$ cat src/rtl/instr_loader.sv
// UART boot loader: collects a little-endian word count followed by that many
// little-endian instruction words and writes them into instruction memory.
module instr_loader #(
    parameter int unsigned MAX_WORDS = 4096,
    parameter logic [31:0] BASE_ADDR = 32'h0000_0000
) (
    input  logic        clk,
    input  logic        rst,
    input  logic        rx_valid,
    input  logic [7:0]  rx_data,
    output logic        io_sel,
    output logic        we,
    output logic        en,
    output logic [31:0] addr_io,
    output logic [31:0] din,
    output logic        done,
    output logic        err
);

    // state  | meaning
    // S_LEN  | collecting the 4-byte word count N
    // S_DATA | collecting instruction words, writing each as it completes
    // S_DONE | load finished, memory handed back to the processor
    // S_ERR  | declared count exceeded capacity, sticky until reset

    localparam int unsigned IDX_W = (MAX_WORDS > 1) ? $clog2(MAX_WORDS) : 1;
    localparam int unsigned CNT_W = $clog2(MAX_WORDS + 1);

    typedef enum logic [1:0] {
        S_LEN  = 2'd0,
        S_DATA = 2'd1,
        S_DONE = 2'd2,
        S_ERR  = 2'd3
    } state_e;

    state_e             state_q, state_d;
    logic [1:0]         byte_cnt_q;
    logic [31:0]        asm_q, asm_d;
    logic [CNT_W-1:0]   n_q;
    logic [IDX_W-1:0]   idx_q;
    logic               we_q;
    logic [31:0]        addr_q;
    logic [31:0]        din_q;

    logic               accept;
    logic               word_done;
    logic               last_word;
    logic               len_to_data;

    assign accept    = rx_valid && ((state_q == S_LEN) || (state_q == S_DATA));
    assign word_done = accept && (byte_cnt_q == 2'd3);
    assign last_word = ((CNT_W'(idx_q) + CNT_W'(1)) == n_q);
    assign len_to_data = (state_q == S_LEN) && word_done &&
                         (asm_d != 32'd0) && (asm_d <= 32'(MAX_WORDS));

    // Lane insert: the 4th byte lands in bits 31:24, completing the word in asm_d.
    always_comb begin
        asm_d = asm_q;
        asm_d[8*byte_cnt_q +: 8] = rx_data;
    end

    always_ff @(posedge clk or posedge rst) begin
        if (rst) begin
            state_q <= S_LEN;
        end else begin
            state_q <= state_d;
        end
    end

    always_comb begin
        state_d = state_q;
        case (state_q)
            S_LEN: begin
                if (word_done) begin
                    if (asm_d == 32'd0) begin
                        state_d = S_DONE;
                    end else if (asm_d > 32'(MAX_WORDS)) begin
                        state_d = S_ERR;
                    end else begin
                        state_d = S_DATA;
                    end
                end
            end
            S_DATA: begin
                if (we_q && last_word) begin
                    state_d = S_DONE;
                end
            end
            S_DONE:  state_d = S_DONE;
            S_ERR:   state_d = S_ERR;
            default: state_d = S_LEN;
        endcase
    end

    always_comb begin
        io_sel = 1'b0;
        done   = 1'b0;
        err    = 1'b0;
        case (state_q)
            S_LEN:   io_sel = 1'b1;
            S_DATA:  io_sel = 1'b1;
            S_DONE:  done   = 1'b1;
            S_ERR:   err    = 1'b1;
            default: io_sel = 1'b1;
        endcase
    end

    always_ff @(posedge clk or posedge rst) begin
        if (rst) begin
            byte_cnt_q <= 2'd0;
            asm_q      <= 32'd0;
        end else if (accept) begin
            byte_cnt_q <= byte_cnt_q + 2'd1;
            asm_q      <= asm_d;
        end
    end

    // Index advances in the cycle after the pulse so the pulse sees the old index.
    always_ff @(posedge clk or posedge rst) begin
        if (rst) begin
            n_q   <= '0;
            idx_q <= '0;
        end else if (len_to_data) begin
            n_q   <= asm_d[CNT_W-1:0];
            idx_q <= '0;
        end else if ((state_q == S_DATA) && we_q && !last_word) begin
            idx_q <= idx_q + IDX_W'(1);
        end
    end

    always_ff @(posedge clk or posedge rst) begin
        if (rst) begin
            we_q   <= 1'b0;
            addr_q <= BASE_ADDR;
            din_q  <= 32'd0;
        end else begin
            we_q <= (state_q == S_DATA) && word_done;
            if ((state_q == S_DATA) && word_done) begin
                addr_q <= BASE_ADDR + (32'(idx_q) << 2);
                din_q  <= asm_d;
            end
        end
    end

    assign we      = we_q;
    assign en      = we_q;
    assign addr_io = addr_q;
    assign din     = din_q;

endmodule

$ cat config.mk
export PLATFORM = sky130hd
export DESIGN_NAME = instr_loader
export DESIGN_NICKNAME = d
export VERILOG_FILES = /design/src/rtl/instr_loader.sv
export SDC_FILE = /design/constraint.sdc
export NUM_CORES = 1
export LEC_CHECK = 0
export ABC_AREA = 1
export CAP_MARGIN = 20
export CORE_MARGIN = 3
export CORE_UTILIZATION = 30
export DETAILED_ROUTE_END_ITERATION = 10
export PLACE_DENSITY = 0.53
export SLEW_MARGIN = 20
export SYNTH_ARGS = -nofsm -noshare
export SYNTH_HDL_FRONTEND = slang
export SYNTH_SLANG_ARGS = --single-unit
export TNS_END_PERCENT = 1
$ cat constraint.sdc
create_clock -name clk -period 3.1 [get_ports clk]
set_input_delay 0.31 -clock clk [delete_from_list [all_inputs] [get_ports clk]]
set_output_delay 0.31 -clock clk [all_outputs]
set_load 0.05 [all_outputs]
[After elaboration in Yosys (flattened, before gate mapping)]
Cells that the tools add are included.
Storage, ports and cells
  bits in registers: 106
  bits of input ports: 11
  logic and storage cells: 51
Cells by class
  shifts and indexed selects: 2
  eq/ne operators: 7
  muxes and demuxes: 11
  reduce and logical (&&, ||, !) cells: 17
  add/sub/neg operators: 4
  $lt $le $gt $ge: 2
Operators with widths (number)
  negator 5 -> 34 bit: 1
  variable shift 8 x 34 -> 32 bit (first input constant): 1
  indexed part select 8 x 34 -> 32 bit: 1
  bitwise mux 32 bit: 1
  > comparator 32 x 13 -> 1 bit (second input constant): 1
  less-or-equal comparator 32 x 13 -> 1 bit (second input constant): 1
  zero test 32 bit: 1
  nonzero test 32 bit: 1
  two-way mux 12 bit: 2
  adder 12 x 1 -> 13 bit (second input constant): 1
  == test 13 bit: 1
  adder 12 x 1 -> 12 bit (second input constant): 1
  logical AND 1 bit: 9
  two-way mux 2 bit: 4
  one-hot mux 2 bit (4 select lines): 1
  == test 2 bit (second input constant): 3
  two-way mux 1 bit: 3
  adder 2 x 1 -> 2 bit (second input constant): 1
  == test 2 x 1 -> 1 bit (second input constant): 1
  zero test 2 bit: 1
  != test 2 x 1 -> 1 bit (second input constant): 1
  != test 2 bit (second input constant): 1
  AND reduction 2 bit: 1
  nonzero test 2 bit: 1
  3 further kinds: 3

[Longest topological paths before layout]
  word-level depth: 8
  depth in mapped cells: 19
  gate-level depth less buffers: 17

[Worst setup path before layout]
No wires, ideal clock.
  path type: register to register
  start: reg byte_cnt_q[0]
  end: reg idx_q[5]
  stages on the path, launching flop included: 18
  arrival: 2.263 ns
  path buffers: 3
  period minus slack after synthesis: 2.380 ns
  library setup time: 0.118 ns
  data required time: 2.982 ns
  setup slack: 0.720 ns
  path through: dfrtp_1 buf_4 inv_1 ha_1 nor2_2 nand3_1 nand2_1 nor2_1 nand2_1 nor2_1 nand2_1 nor2_2 nor2_2 nand2_2 buf_6 buf_6 nand3_1 nand2_1
Between the ends
  word-level cells in the longest chain between the ends: 7
  elaborated cells on any way between the ends: 13
  classes of those cells: add/sub (1); order compare (1); eq/ne (1); shift (2); mux (2); reduce/logical (6)
Ends and longest elaborated chain
  start: declaration: line 37  | logic [1:0] byte_cnt_q;
  start signal: assignment: line 113  | byte_cnt_q <= byte_cnt_q + 2'd1;
  parallel branches: the longest is 5 deep, another holds negator 5 -> 34 bit
  logical AND 1 bit (*): line 54  | (asm_d != 32'd0) && (asm_d <= 32'(MAX_WORDS));
  two-way mux 12 bit / nonzero test 2 bit (equally long branches)
  end signal: assignment: line 127  | idx_q <= idx_q + IDX_W'(1);
  end: declaration: line 40  | logic [IDX_W-1:0] idx_q;
Every way passes the cells marked *.
A chain may end at the register's enable or synchronous reset.

[Final worst setup path]
  start: reg byte_cnt_q[1]
  end: reg n_q[0]
Between the ends
  word-level cells in the longest chain between the ends: 6
  elaborated cells on any way between the ends: 11
  classes of those cells: add/sub (1); order compare (1); eq/ne (1); shift (2); mux (1); reduce/logical (5)
Ends and longest elaborated chain
  parallel branches: the longest is 6 deep, another holds negator 5 -> 34 bit
  end signal: assignment: line 124  | n_q <= asm_d[CNT_W-1:0];
  end: declaration: line 39  | logic [CNT_W-1:0] n_q;
Several ways; the timed one is not identified.

==> results.sh <==
export IMPL_initial_core_util_pct=30.94
export IMPL_mostFrequentLayoutCells="nand2_1 (274), dfrtp_1 (106), o21ai_0 (62)"
export IMPL_cts_made_buffers=9
export IMPL_num_vias=4385
export IMPL_dp_cells=977
export IMPL_grt_max_degree=57
export IMPL_placedInstanceArea_um2=6162
export IMPL_final_util_pct=37.03
export IMPL_finalSetupTns_ps=0
export IMPL_fmaxAchievable_mhz=392.2
export IMPL_fin_nets=780
export IMPL_die_h_um=140.3
export IMPL_finalCritPeriodShare_pct=82.25
export IMPL_grt_antenna_before_repair=0
export IMPL_boundaryPins=80
export IMPL_crit_path_max_fanout=39
export IMPL_critPathLaunchType="flip-flop"
export IMPL_cp_end_kind="flip-flop"
export IMPL_fp_dieArea_um2=19670
export IMPL_hold_violations=0
export IMPL_synthArstFlopShare_pct=100.0
export IMPL_fin_ws_ps=550.2
export IMPL_clock_sinks=106
export IMPL_status="finished, final reports clean"
export IMPL_cts_root_buf="clkbuf_16"
export IMPL_drive_gt1_share_pct=6.519
export IMPL_path_clk_slew_ps=70
export IMPL_max_stage_delay_ps=390
export IMPL_drtPass1Iterations=4
export IMPL_core_area_um2=17480
export IMPL_crit_required_ps=3330
export IMPL_grt_overflow_total=0
export IMPL_hold_path_class="primary input to asynchronous set/reset pin"
export IMPL_setup_viol=0
export IMPL_globalplace_congestion=0.8457
export IMPL_synth_distinct_cells=31
export IMPL_drt_wl_total_um=13220
export IMPL_place_hpwl_um=9579
export IMPL_cts_tree="built"
export IMPL_ys_flop_type="dfrtp_1"
export IMPL_port_buffers=59
export IMPL_grt_total_usage_pct=14.05
export IMPL_worst_path_most_repeated_cell="nand2_1"
export IMPL_critPathBufInv=2
export IMPL_finClkSkew_ps=6.990
export IMPL_drtIter0Drc=303
export IMPL_clock_path_buffers=2
export IMPL_cellPowerDensity_nw_per_um2=415.7
export IMPL_p_leak_uw=0.003363
export IMPL_h_tree_depth=3
export IMPL_area_growth_pct=19.69
export IMPL_post_cts_buffers=0
export IMPL_grt_pass1_wl_um=22470
export IMPL_cap_violations=0
export IMPL_mostFrequentLayoutCell="nand2_1"
export IMPL_slew_violations=0
export IMPL_drcViolationCount=0
export IMPL_arrival_ps=2770
export IMPL_final_area_um2=6472
export IMPL_syn_inst=709
export IMPL_routedWlPerCell_um=13.32
export IMPL_worst_slew_pin_slew_ps=737.3
export IMPL_critPathTopFamily="simple AND/OR/NAND/NOR gates"
export IMPL_syn_cell_area_um2=5408
export IMPL_avgSynthCellArea_um2=7.627
export IMPL_slew_headroom_pct=50.84
export IMPL_peakVddDrop_mv=0.2782
export IMPL_cp_slowest_cell="dfrtp_1"
export IMPL_grt_pass1_vias=4383
export IMPL_crit_chain="inv_1 -> ha_1 -> nand2_1 -> inv_1 -> nand3_1 -> nand2_1 -> nor2_1 -> nand2_1 -> nor2_1 -> nand2_1 -> a21oi_2 -> nand2_4 -> nand2_1 -> o21ai_0"
export IMPL_clk_latency_ps=350
export IMPL_yosysWarningCount=0
export IMPL_antenna_left=0
export IMPL_antenna_cells=0
export IMPL_row_count=48
export IMPL_die_w_um=140.3
export IMPL_post_place_ws_ps=343.1
export IMPL_synth_seq_area_share_pct=49.05
export IMPL_critPathKind="flip-flop to flip-flop"
export IMPL_viasPerCell=4.420
export IMPL_stdcell_count=992
export IMPL_rsz0062_at_grt="false"
export IMPL_synth_edf_count=0
export IMPL_finalCriticalPeriod_ps=2550
export IMPL_synth_seq_cells=106
==> per-layer routing <==
layer / global-route usage [%] / routed length, um
met2: 22.58 / 6144
met5: 0 / 0
met4: 3.213 / 118
met3: 3.619 / 532
met1: 19.15 / 6421
==> synth_stat cells, types with 2 or more instances <==
cell      instances  area, um^2
nand4_1           9       56.30
nor2_2           13       81.33
inv_2             3       11.26
nand2_2           4       25.02
xor2_1            4       35.03
a31oi_1           3       18.77
nand3_2           3       30.03
nand3_1          47       235.2
o21ai_1          15       75.07
ha_1              6       75.07
buf_4            23       172.7
o21ai_0          62       310.3
clkbuf_1         15       56.30
nand3b_1          5       37.54
nand2_1         274        1028
buf_6             2       22.52
inv_1            60       225.2
dfrtp_1         106        2653
buf_2             3       15.01
nor2_1           41       153.9
==> cell families (layout without fill, tap and decap cells) <==
family | count (synthesis) | in the layout | synth area share [%]
AND/OR/NAND/NOR | 399 | 399 | 30.89
flip-flops | 106 | 106 | 49.05
adder cells (fa/ha/maj) | 6 | 6 | 1.388
buffers and inverters | 107 | 146 | 9.394
AO/OA/AOI/OAI | 84 | 84 | 7.983
other | 1 | 20 | 0.06935
XOR/XNOR | 6 | 6 | 1.226
==> cell type report <==
type	instances	area, um^2
clock buffer	13	270.3
clock inverter	2	35.03
fill	1869	11000
inverter	63	239.0
multi-input combinational	515	2323
sequential	106	2653
tap	225	281.5
timing repair buffer	68	670.6
==> registers in the layout (all words and copies together) (netlist names) <==
name and flops:
asm_q 32, din 32, n_q 13, addr_io 12, idx_q 12, byte_cnt_q 2, state_q 2, en 1
==> through the flow <==
stage	power [uW]	hold slack, ps
3_3_place_gp	1536	463.3
2_1_floorplan	1516	449.4
5_1_grt	2788	500.1
3_5_place_dp	1536	461.6
6_report	2690	443.9
4_1_cts	2739	480.4
==> path summary, 6_finish.rpt <==
kind | start | end | slack (ps) | cells after the start
setup / recovery | byte_cnt_q[1] | n_q[0] | 550 | 14
hold / removal | rst | addr_io[11] | 440 | 2
setup reg to reg | byte_cnt_q[1] | n_q[0] | 550 | 14
hold reg to reg | din[17] | din[17] | 470 | 2
max in group asynchronous | rst | asm_q[29] | 1970 | 3
min in group clk | din[17] | din[17] | 470 | 2
==> worst register-to-register path, stage by stage, from the launching register on <==
cell     delay, ps
dfrtp_1        390
inv_1           90
ha_1           380
nand2_1         90
inv_1          110
nand3_1        110
nand2_1         80
nor2_1         100
nand2_1         60
nor2_1         160
nand2_1        130
a21oi_2        230
nand2_4        260
nand2_1        140
o21ai_0         80
==> power by group <==
group,internal (uW),switching [uW]
Clock,687,496
Combinational,20.5,104
Sequential,1380,0
==> timing repair <==
action | CTS | global route
endpoints found under the hold margin | 0 | 0
hold buffers | 0 | 0
setup endpoints to repair | 0 | 5
resized for setup | 0 | 1
Note: power is estimated with default switching activity, not from simulation.
